**src/rtl/lsu_mem_master.sv**
```systemverilog
`default_nettype none
// ============================================================================
// Module   : lsu_mem_master
// Brief    : Load/store unit acting as initiator toward a word-addressed data
//            memory. Turns byte/half/word CPU accesses into single-word
//            read/write strobes, using read-modify-write for sub-word stores,
//            and returns sign/zero-extended load data with an error flag.
// Revision : 1.0 - initial release
// ============================================================================
module lsu_mem_master #(
    parameter int ADDR_W = 5
) (
    input  logic              clk,
    input  logic              rst_n,
    // CPU request side
    input  logic              req_valid,
    output logic              req_ready,
    input  logic              req_we,
    input  logic [2:0]        req_op,
    input  logic [31:0]       req_addr,
    input  logic [31:0]       req_wdata,
    // CPU response side
    output logic              resp_valid,
    output logic              resp_err,
    output logic [31:0]       resp_rdata,
    // Data memory side
    output logic              mem_read,
    output logic              mem_write,
    output logic [ADDR_W-1:0] mem_addr,
    output logic [31:0]       mem_wdata,
    input  logic [31:0]       mem_rdata
);

    // Access size encodings carried in req_op[1:0]
    localparam logic [1:0] SIZE_B = 2'b00;
    localparam logic [1:0] SIZE_H = 2'b01;
    localparam logic [1:0] SIZE_W = 2'b10;
    localparam logic [1:0] SIZE_X = 2'b11;

    typedef enum logic [1:0] {
        S_IDLE  = 2'd0,
        S_READ  = 2'd1,
        S_WRITE = 2'd2,
        S_RESP  = 2'd3
    } state_t;

    // ------------------------------------------------------------------
    // State and registered request
    // ------------------------------------------------------------------
    state_t              state_q;
    logic                we_q;        // request is a store
    logic [2:0]          op_q;        // size + unsigned flag
    logic [1:0]          addr_lo_q;   // byte offset within the word
    logic [15:0]         wdata_q;     // right-aligned sub-word store data

    // Registered outputs
    logic                req_ready_q;
    logic                resp_valid_q;
    logic                resp_err_q;
    logic [31:0]         resp_rdata_q;
    logic                mem_read_q;
    logic                mem_write_q;
    logic [ADDR_W-1:0]   mem_addr_q;
    logic [31:0]         mem_wdata_q;

    // ------------------------------------------------------------------
    // Acceptance-time decode of the incoming request
    // ------------------------------------------------------------------
    logic [1:0]           w_size;
    logic [31-ADDR_W-2:0] w_addr_hi;
    logic [ADDR_W-1:0]    w_word_addr;
    logic                 w_err;
    logic                 w_needs_read;

    assign w_size      = req_op[1:0];
    assign w_addr_hi   = req_addr[31:ADDR_W+2];
    assign w_word_addr = req_addr[ADDR_W+1:2];

    // Error priority: illegal size, half misaligned, word misaligned, range.
    // All terms are OR-ed since any one suppresses the memory access.
    assign w_err = (w_size == SIZE_X)
                || ((w_size == SIZE_H) && req_addr[0])
                || ((w_size == SIZE_W) && (req_addr[1:0] != 2'b00))
                || (w_addr_hi != '0);

    // Loads always read; stores read first only when they do not cover the word
    assign w_needs_read = !req_we || (w_size != SIZE_W);

    // ------------------------------------------------------------------
    // Load lane selection with sign/zero extension (little-endian lanes)
    // ------------------------------------------------------------------
    function automatic logic [31:0] load_extract(
        input logic [31:0] word,
        input logic [2:0]  op,
        input logic [1:0]  lo
    );
        logic [7:0]  b;
        logic [15:0] h;
        b = 8'h00;
        case (lo)
            2'd0:    b = word[7:0];
            2'd1:    b = word[15:8];
            2'd2:    b = word[23:16];
            default: b = word[31:24];
        endcase
        h = lo[1] ? word[31:16] : word[15:0];
        case (op[1:0])
            SIZE_B:  load_extract = op[2] ? {24'h000000, b} : {{24{b[7]}}, b};
            SIZE_H:  load_extract = op[2] ? {16'h0000, h}   : {{16{h[15]}}, h};
            default: load_extract = word;
        endcase
    endfunction

    // ------------------------------------------------------------------
    // Sub-word store: replace the addressed lane inside the fetched word
    // ------------------------------------------------------------------
    function automatic logic [31:0] store_merge(
        input logic [31:0] word,
        input logic [1:0]  size,
        input logic [1:0]  lo,
        input logic [15:0] wd
    );
        store_merge = word;
        if (size == SIZE_B) begin
            case (lo)
                2'd0:    store_merge[7:0]   = wd[7:0];
                2'd1:    store_merge[15:8]  = wd[7:0];
                2'd2:    store_merge[23:16] = wd[7:0];
                default: store_merge[31:24] = wd[7:0];
            endcase
        end else if (size == SIZE_H) begin
            if (lo[1]) begin
                store_merge[31:16] = wd;
            end else begin
                store_merge[15:0]  = wd;
            end
        end
    endfunction

    // Control FSM: all outputs are registered and set on the edge entering
    // the state that owns them, so they behave as Moore decodes of state.
    always_ff @(posedge clk or negedge rst_n) begin
        if (!rst_n) begin
            state_q      <= S_IDLE;
            we_q         <= 1'b0;
            op_q         <= 3'b000;
            addr_lo_q    <= 2'b00;
            wdata_q      <= 16'h0000;
            req_ready_q  <= 1'b1;
            resp_valid_q <= 1'b0;
            resp_err_q   <= 1'b0;
            resp_rdata_q <= 32'h0000_0000;
            mem_read_q   <= 1'b0;
            mem_write_q  <= 1'b0;
            mem_addr_q   <= '0;
            mem_wdata_q  <= 32'h0000_0000;
        end else begin
            case (state_q)
                S_IDLE: begin
                    if (req_valid) begin
                        we_q        <= req_we;
                        op_q        <= req_op;
                        addr_lo_q   <= req_addr[1:0];
                        wdata_q     <= req_wdata[15:0];
                        req_ready_q <= 1'b0;
                        if (w_err) begin
                            // No memory traffic; report immediately
                            state_q      <= S_RESP;
                            resp_valid_q <= 1'b1;
                            resp_err_q   <= 1'b1;
                            resp_rdata_q <= 32'h0000_0000;
                        end else if (w_needs_read) begin
                            state_q    <= S_READ;
                            mem_read_q <= 1'b1;
                            mem_addr_q <= w_word_addr;
                        end else begin
                            // Full-word store needs no merge
                            state_q     <= S_WRITE;
                            mem_write_q <= 1'b1;
                            mem_addr_q  <= w_word_addr;
                            mem_wdata_q <= req_wdata;
                        end
                    end
                end

                S_READ: begin
                    mem_read_q <= 1'b0;
                    if (we_q) begin
                        // Memory data is combinational: merge it this edge
                        state_q     <= S_WRITE;
                        mem_write_q <= 1'b1;
                        mem_wdata_q <= store_merge(mem_rdata, op_q[1:0],
                                                   addr_lo_q, wdata_q);
                    end else begin
                        state_q      <= S_RESP;
                        resp_valid_q <= 1'b1;
                        resp_err_q   <= 1'b0;
                        resp_rdata_q <= load_extract(mem_rdata, op_q, addr_lo_q);
                    end
                end

                S_WRITE: begin
                    mem_write_q  <= 1'b0;
                    state_q      <= S_RESP;
                    resp_valid_q <= 1'b1;
                    resp_err_q   <= 1'b0;
                    resp_rdata_q <= 32'h0000_0000;
                end

                S_RESP: begin
                    resp_valid_q <= 1'b0;
                    req_ready_q  <= 1'b1;
                    state_q      <= S_IDLE;
                end

                default: begin
                    state_q      <= S_IDLE;
                    req_ready_q  <= 1'b1;
                    resp_valid_q <= 1'b0;
                    mem_read_q   <= 1'b0;
                    mem_write_q  <= 1'b0;
                end
            endcase
        end
    end

    assign req_ready  = req_ready_q;
    assign resp_valid = resp_valid_q;
    assign resp_err   = resp_err_q;
    assign resp_rdata = resp_rdata_q;
    assign mem_read   = mem_read_q;
    assign mem_write  = mem_write_q;
    assign mem_addr   = mem_addr_q;
    assign mem_wdata  = mem_wdata_q;

endmodule
`default_nettype wire

```
**config.mk**
```make
export PLATFORM = sky130hd
export DESIGN_NAME = lsu_mem_master
export DESIGN_NICKNAME = d
export VERILOG_FILES = /design/src/rtl/lsu_mem_master.sv
export SDC_FILE = /design/constraint.sdc
export NUM_CORES = 1
export LEC_CHECK = 0
export CAP_MARGIN = 20
export CORE_ASPECT_RATIO = 0.6
export CORE_MARGIN = 4
export CORE_UTILIZATION = 50
export CTS_CLUSTER_SIZE = 24
export DETAILED_ROUTE_END_ITERATION = 16
export GPL_ROUTABILITY_DRIVEN = 0
export PLACE_DENSITY = 0.86
export SLEW_MARGIN = 40
export SYNTH_ARGS = -nofsm -noshare
export SYNTH_HDL_FRONTEND = slang
export SYNTH_SLANG_ARGS = --single-unit
```
**constraint.sdc**
```tcl
create_clock -name clk -period 4.6 [get_ports clk]
set_input_delay 0.92 -clock clk [delete_from_list [all_inputs] [get_ports clk]]
set_output_delay 0.92 -clock clk [all_outputs]
set_load 0.05 [all_outputs]
```
==> run metrics <==
status finished, final reports clean; part of the total power dissipated in the clock network 13.3%; Met2 Wirelength 7.38 mm; Cell Area, Synth about 5300 um^2; Comb pwr share 59.2%; total grt overflow 0; Hold EP req_ready; final instance area 7510 um^2; Final Skew 0.00721 ns; drt first-iter violations 521; die width about 140 um; max incr delay on CP 0.52 ns; die area around 12000 um^2; Final ANT Viol Nets 0; Psw around 2.7 mW; RSZ-0062 raised after global routing no; Filler Cells Inserted 677; first-pass GRT wire length 26.4 mm; site row count 28; Post-synth EDFFs 0; sequential area share after synthesis a little under half; PD cells about 760 nW/um^2; Final Hold Viols 0; Yosys reg bits 98; worst hold path depth 2; clk slew on worst S/H paths 0.07 ns; I/O Pins 177; Initial DRT Pass Iterations 10; max-slew violations 0; CTS buffer count 9; Syn. warnings 0; CP Data Required Time 4.83 ns; Final setup viols 0; CORE AREA 10100 um^2; WS Path Type in2reg; Slew headroom a little under half; CP Launch Type primary input; WL/cell 21.2 um; Post-synth ARST share 100%; Post-Route WL approximately 17 mm; clk buf depth 2; fin util 74.1%; maximum number of pins on one net before global-route repair 79; TritonCTS clock tree yes; Max stage delay cell, worst path clkdlybuf4s50_1; worst-case reg-to-reg path depth 9; DR top layer met4; via count 4814; Seq pwr share 27.5%; Cells after DPL 784; delay-heaviest family, CP buffers and inverters; startpoint of the worst hold path req_ready; Setup TNS 0 ns; postcts setup bufs 0; Area after DPL 7210 um^2; R2R Setup Slk 1.82 ns; clk_lat worst skew 0.36 ns; Switching Fraction about 47%; Slew @ Worst Pin 0.805 ns; CP endpoint kind flop; Min Hold Slack slightly below 0.5 ns; post-cts resize count 0; main flop type after synthesis dfrtp_1; area delta synth->final 40.6%; die height 88.0 um; layout cell share with drive strength beyond 1 13.1%; IO buf count 176; Static Leak 3.23 nW; Crit path buffers/inverters 2; fmax 0.328 GHz; met3 wire length 2.04 mm; dpl hpwl roughly 13 mm; DRC Markers 0; crit share post-route 66.3%; Synth Net Count 602; count of cell types in the netlist 47; Max IR drop VDD 0.000560 V; final net count 767; Int Pwr 3.00 mW; Root Driver clkbuf_16; vias per cell about 6; Tot GR Track Use 27.6%; vias in the first global route 4802; worst r2r src state_q[1]; max-cap viol count 0; n_diodes 0; Initial Utilization 52.7%; Final Non-Filler Cells 800; Critical R2R Capture mem_wdata[29]; DRT met1 WL about 7.2 mm; Syn Inst Count 495; Cell Chain, Critical Path clkdlybuf4s50_1 > nor3_1 > nor2_1 > o311ai_1 > a21oi_4 > buf_4 > mux2_1; Avg Cell Area, Syn 10.8 um^2; cts hold-fix bufs 0; CTS H-tree depth 3; initial antenna violation count 0; worst path arrival time 3.28 ns; Crit Path Max Fanout 20; Hold Crit Class reg2reg; post-layout min period around 3.0 ns; # clock sinks 98
## worst min-delay path: cells and delay by family (launching register included)
kind | cells | cell delay [ns]
AOI/OAI and AO/OA | 1 | 0.05
buffers and inverters | 1 | 0.05
DFF | 1 | 0.38
## power by group through the flow
| stage | clock (mW) | combinational (mW) | sequential, mW |
|---|---|---|---|
| floorplan | 0 | 1.65 | 2.23 |
| CTS | 0.765 | 3.36 | 1.55 |
| finish | 0.758 | 3.38 | 1.57 |
| detailed placement | 0 | 3.34 | 1.57 |
| global placement | 0 | 3.25 | 1.55 |
| global route | 0.815 | 3.57 | 1.61 |
## worst max path at each step
stage / cells after the start / endpoint / slack [ns] / start
after global routing: 7 / resp_rdata[4] / 1.41 / req_addr[14]
final: 7 / resp_rdata[4] / 1.55 / req_op[0]
after detailed placement: 7 / resp_rdata[3] / 1.20 / req_addr[9]
after CTS: 7 / resp_rdata[4] / 1.56 / req_addr[9]
after floorplan: 6 / resp_rdata[20] / 2.07 / req_addr[14]
after global placement: 7 / resp_rdata[5] / 1.30 / req_addr[14]
## synth_stat cells (all sizes together), types with 3 or more instances
master / instances / area, um^2
nor3: 8 / 40.0
a21oi: 45 / 229
mux2: 99 / 1150
a22oi: 15 / 113
nor2: 45 / 169
dfrtp: 97 / 2430
buf: 15 / 92.6
mux2i: 18 / 180
nand3: 3 / 15.0
o31ai: 9 / 67.6
clkbuf: 15 / 56.3
a222oi: 7 / 70.1
nor2b: 4 / 25.0
o22ai: 11 / 68.8
ha: 4 / 50.1
nand2: 21 / 78.8
a31oi: 9 / 71.3
o21ai: 16 / 80.1
nor4: 7 / 56.3
inv: 28 / 105
## placed cells by master (no fill, tap or decap), types with 3 or more instances in the layout
cell	Yosys	final
clkdlybuf4s50_1	0	175
dfrtp_1	97	96
mux2_1	50	50
nor2_1	45	45
a21oi_1	44	43
mux2_2	39	39
inv_1	28	28
nand2_1	21	21
mux2i_1	18	18
a22oi_1	15	15
o21ai_0	13	13
o22ai_1	11	11
mux2_4	10	10
o31ai_1	9	9
clkbuf_16	0	9
a31oi_1	8	8
buf_4	1	8
a222oi_1	7	7
nor3_1	8	6
nor4_1	5	5
nor2b_1	4	4
nand3_1	3	3
ha_1	4	3
## cell type report
cell class,instances,area [um^2],share of cell area (%)
clock buffer,10,229,3.05
clock inverter,6,66.3,0.883
inverter,29,109,1.45
multi-input combinational,338,2660,35.4
sequential,98,2450,32.7
tap,135,169,2.25
timing repair buffer,184,1820,24.3
## sequential cells by signal (all words and copies together), names as in the netlist
| name | cells |
|---|---|
| resp_err | 1 |
| state_q | 2 |
| mem_read | 1 |
| mem_addr | 5 |
| resp_valid | 1 |
| we_q | 1 |
| op_q | 3 |
| wdata_q | 16 |
| req_ready | 1 |
| addr_lo_q | 2 |
| mem_write | 1 |
| resp_rdata | 32 |
| mem_wdata | 32 |
## cell families (layout without fill, tap and decap cells)
group / count (synthesis) / count (layout) / share of synthesized area [%]
buffers and inverters: 59 / 229 / 4.83
DFF: 98 / 98 / 46.0
adders and majority gates: 4 / 4 / 0.937
AOI/OAI and AO/OA: 120 / 120 / 14.5
and+or+nand+nor: 96 / 96 / 8.39
muxes: 118 / 118 / 25.4
## per-stage QoR
step,setup slack [ns],power [mW]
after floorplan,2.07,3.88
after global placement,1.30,4.79
after detailed placement,1.20,4.90
after CTS,1.56,5.68
after global routing,1.41,6.00
final,1.55,5.71
## layer usage
metal	global-route usage (%)	up-vias
li1	-	2139
met1	38.9	2343
met2	41.7	282
met3	9.93	50
met4	5.66	0
met5	0	-
No activity file was read; power rests on OpenSTA's default activity.
==> patch 1, RTL diff (same flow settings) <==
Encoding of `state_t`: now Gray code (2 bits for 4 states).
--- a/src/rtl/lsu_mem_master.sv
+++ b/src/rtl/lsu_mem_master.sv
@@ -38,10 +38,10 @@
     localparam logic [1:0] SIZE_X = 2'b11;
 
     typedef enum logic [1:0] {
-        S_IDLE  = 2'd0,
-        S_READ  = 2'd1,
-        S_WRITE = 2'd2,
-        S_RESP  = 2'd3
+        S_IDLE  = 2'b00,
+        S_READ  = 2'b01,
+        S_WRITE = 2'b11,
+        S_RESP  = 2'b10
     } state_t;
 
     // ------------------------------------------------------------------
Check against the original RTL: no difference found for any inputs over 4 cycles, from zero or initial values and one cycle with rst_n low; so few cycles prove little.
==> patch 1 against the unedited design <==
Register-to-register slack worse by 0.19 ns; synthesized area is 1.7% higher; critical path depth fell by 1; critical endpoint is now resp_rdata[27]; highest routed layer unchanged; worst hold slack improved by 0.0070 ns; design area up 0.88%; sequential cell count unchanged; critical path type is now register to register; worst setup slack better by 0.081 ns; wire length is 8.6% higher.
Power is not compared: it rests on default switching activity, and its combinational part moved more than twofold at a synthesized area within 25%.
==> patch 1: results (changes against the unedited design) <==
run status=completed; Post-layout nets=802 (+4.6%); largest net degree at the start of global routing=75 (-5.1%); CTS H-tree lvls=3 (unchanged); FF-to-FF setup slack=1.63 ns (-0.19 ns); crit-path max cell delay=0.69 ns (+0.17 ns); initial antenna violation count=0 (unchanged); Critical R2R Launch=state_q[0]; register area share after synthesis=0.452 (-0.00783); Via density=6.26 (+4.0%); Non-Filler Instances=843 (+5.4%); Root Buffer=clkbuf_16; Setup Skew=0.00831 ns (+0.00110 ns); gr usage total=0.295 (+0.0185); crit path capture type=register; crit share post-route=0.645 (-0.0175); first-pass GRT wire length=28,600 um (+8.2%); First-pass DRT Iterations=6 (-4); Clock Latency Late Sink=roughly 0.35 ns; diode count=0 (unchanged); syn_nets=647 (+7.5%); Worst slew margin=0.449 (-0.0101); Gate Count Post-Synth=544 (+9.9%); DP Cell Count=827 (+5.5%); cell family with most CP delay=compound AO/OA/AOI/OAI gates; ys flop type=dfrtp_1; Slew Limit Fails=0 (unchanged); worst reg2reg endpoint=resp_rdata[27]; Clk pin slew, worst setup/hold paths=0.07 ns (about the same); CP Data Arrival Time=3.25 ns (-0.03 ns); library cells used by synthesis=49 (+4.3%); DR iter-0 viols=738 (+42%); maximum root-to-sink buffer count=2 (unchanged); Post-synth ARST share=1.00 (unchanged); hpwl dp=13,500 um (+5.4%); buffer count from post-CTS setup fixing=0 (unchanged); Max VDD drop=about 0.00020 V; Critical Path Start Type=register; slowest cell on the critical path=a211oi_4; dpl ws=1.30 ns (+0.0977 ns); HP Class=register to register; Fillers=774 (+14%); synth warn=0 (unchanged); R2R depth=6 (-3); number of global-route vias before repair=5,211 (+8.5%); Total Wirelength=18,400 um (+8.6%); crit-path max FO=53 (+170%); layout cell share with drive strength beyond 1=0.105 (-0.0257); dpl cell area=0.00725 sq mm (+0.59%); largest cells by area after synthesis=dfrtp_1 (45%), nand2_1 (7.7%), mux2_2 (5.8%); P_leak=between 3 and 4 nW; Hold Crit Depth=1 (-1); Synth top cells by count=nand2_1 (111), dfrtp_1 (97), o21ai_0 (38)
==> patch 1: cell count changes in the layout (fill, tap and decap cells not counted), sizes merged, moves of 16 or more <==
cell and delta:
nor2 -23, o21ai +24, mux2 -58, a221o +16, inv -22, a21oi -22, nand2 +90, a22o +22
==> patch 1: power breakdown <==
part | switching, mW | leakage (nW) | internal, mW
Combinational | 0.277 | 2.04 | 0.219
Clock | 0.336 | 0.149 | 0.478
Sequential | 0.0774 | 1.30 | 0.903
Total | 0.690 | 3.48 | 1.60
==> patch 1: worst min path at each step <==
stage / startpoint / to / slack [ns]
2_1_floorplan: wdata_q[10] / wdata_q[10] / 0.47
3_3_place_gp: resp_rdata[7] / resp_rdata[7] / 0.47
3_5_place_dp: resp_rdata[14] / resp_rdata[14] / 0.47
4_1_cts: resp_rdata[14] / resp_rdata[14] / 0.49
5_1_grt: resp_rdata[14] / resp_rdata[14] / 0.51
6_report: resp_rdata[14] / resp_rdata[14] / 0.49
==> patch 1: cells by family (layout without fill, tap and decap cells) <==
logic type             count (synthesis)  after routing  synth area share
buffers and inverters                 45            205            0.0415
and+or+nand+nor                      174            174             0.155
muxes                                 71             71             0.143
AOI/OAI and AO/OA                    156            156             0.209
DFF                                   98             98             0.452
==> patch 1: layout make-up <==
type	count	area, sq um	area share
repair buffers	183	1830	0.241
inverters	6	22.5	0.00297
clock buffers	10	229	0.0302
flip-flops and latches	98	2450	0.324
well taps	139	174	0.0230
multi-input cells	401	2780	0.366
clock inverters	6	88.8	0.0117
==> patch 1: routing by layer <==
layer,vias up,wire length [um],share of wire,track usage
met5,-,0,0,0
met4,0,354,0.019,0.0742
met3,49,2480,0.13,0.0853
met2,376,8220,0.45,0.470
met1,2538,7370,0.40,0.402
li1,2312,-,-,-
==> patch 2, RTL diff (config.mk and constraints unchanged) <==
Made on the original files. The parameter `ADDR_W` goes from 5 to 6.
--- a/src/rtl/lsu_mem_master.sv
+++ b/src/rtl/lsu_mem_master.sv
@@ -8,7 +8,7 @@
 // Revision : 1.0 - initial release
 // ============================================================================
 module lsu_mem_master #(
-    parameter int ADDR_W = 5
+    parameter int ADDR_W = 6
 ) (
     input  logic              clk,
     input  logic              rst_n,
Interface: changed (resized mem_addr); port bits go from 177 to 178. The function was not compared with the original's and may differ.
==> patch 2 against the unedited design <==
Worst setup slack gained 0.094 ns; wire length grew 0.45%; power grew 6.5%; design area grew 2.4%; register-to-register slack lost 0.14 ns; sequential cell count grew 1; count of clock-buffer cells in the layout grew 1; synthesized area grew 3.7%; largest cell class unchanged; largest power group unchanged; highest routed layer unchanged.
==> patch 2: results (changes against the unedited design) <==
CP Data Arrival Time=3.17 ns (-0.11 ns); maximum root-to-sink buffer count=2 (unchanged); Clk pin slew, worst setup/hold paths=0.06 ns; diode count=0 (unchanged); Hold Crit Depth=2 (unchanged); ys flop type=dfrtp_1; slew at the pin with the worst max-slew slack=0.807 ns (+0.00155 ns); synth warn=0 (unchanged); CTS H-tree lvls=3 (unchanged); DP Cell Count=826 (+5.4%); Setup crit end=resp_rdata[20]; hpwl dp=12,700 um (-0.69%); Clock Latency Late Sink=0.35 ns; FF-to-FF setup slack=1.68 ns (-0.14 ns); largest cells by area after synthesis=dfrtp_1 (44%), mux2_4 (8.1%), mux2_2 (4.9%); syn_nets=647 (+7.5%); P_int=3.12 mW (+4.1%); Mapped Avg Cell Area=10.3 sq um (-5.0%); worst reg2reg endpoint=mem_wdata[18]; Vias=5,030 (+4.5%); layout cell share with drive strength beyond 1=0.137 (+0.00573); crit-path max FO=16 (-20%); first-pass GRT wire length=26,400 um (-0.18%); cell family with most CP delay=compound AO/OA/AOI/OAI gates; IO Port Bufs=177 (+0.57%); P_leak=3.33 nW (+3.4%); First-pass DRT Iterations=5 (-5); run status=completed; register area share after synthesis=0.448 (-0.0118); number of global-route vias before repair=4,864 (+1.3%); Root Buffer=clkbuf_16; hold endpoint=resp_rdata[19]; number of gates resized after CTS=0 (unchanged); Avg WL per Cell=20.2 um (-4.6%); library cells used by synthesis=49 (+4.3%); Critical Path Source=req_addr[19]; HP Start=resp_rdata[19]; gr usage total=0.268 (-0.00840); slowest cell on the critical path=o311ai_2; Post-synth ARST share=1.00 (unchanged); initial antenna violation count=0 (unchanged); buffer count from post-CTS setup fixing=0 (unchanged); Via density=5.97 (-0.73%); Post-layout nets=805 (+5.0%); R2R depth=5 (-4); Setup Skew=0.0122 ns (+0.00500 ns); crit-path max cell delay=0.66 ns (+0.14 ns); DR iter-0 viols=512 (-1.7%); hold slack=0.488 ns (+0.00357 ns); Synth top cells by count=dfrtp_1 (98), o21ai_0 (51), nand2_1 (47); total congestion overflow=0 (unchanged); Critical R2R Launch=op_q[0]; Max VDD drop=0.000641 V (+14%); largest net degree at the start of global routing=79 (unchanged)
## patch 2: routing by layer
layer / wire, um / vias up / share of wire / global-route usage
li1: - / 2265 / - / -
met1: 6960 / 2374 / 0.41 / 0.363
met2: 7600 / 349 / 0.45 / 0.415
met3: 2100 / 42 / 0.12 / 0.0850
met4: 376 / 0 / 0.022 / 0.0838
met5: 0 / - / 0 / 0
## patch 2: final cells by class
cell class | count | area [sq um]
Fill cell | 742 | 2980
Multi-Input combinational cell | 381 | 2820
Sequential cell | 99 | 2480
Timing Repair Buffer | 184 | 1830
Clock buffer | 11 | 243
Tap cell | 139 | 174
Inverter | 23 | 86.3
Clock inverter | 5 | 61.3
## patch 2: power groups by stage
stage | Clock, mW | Sequential (mW) | Combinational [mW]
6_report | 0.771 | 1.63 | 3.68
5_1_grt | 0.819 | 1.67 | 3.91
4_1_cts | 0.779 | 1.61 | 3.66
3_5_place_dp | 0 | 1.62 | 3.64
3_3_place_gp | 0 | 1.60 | 3.55
2_1_floorplan | 0 | 2.47 | 1.69
## patch 2: tightest hold or removal path, cell delays in order (launching register included)
cell,delay (ns)
dfrtp_1,0.34
nand2_1,0.05
o21ai_1,0.06
## patch 2: stage by stage
stage	area [sq um]	worst slack [ns]	util
3_5_place_dp	7380	1.28	0.692
5_1_grt	7680	1.48	0.720
4_1_cts	7680	1.65	0.720
3_3_place_gp	7370	1.37	0.691
2_1_floorplan	5540	2.21	-
6_report	7680	1.65	0.720
## patch 2: cells by family (layout without fill, tap and decap cells)
group | Yosys count | count (layout) | share of synthesized area
AOI/OAI and AO/OA | 168 | 168 | 0.189
adders and majority gates | 4 | 4 | 0.00904
buffers and inverters | 60 | 223 | 0.0477
DFF | 99 | 99 | 0.448
muxes | 80 | 80 | 0.179
and+or+nand+nor | 129 | 129 | 0.127
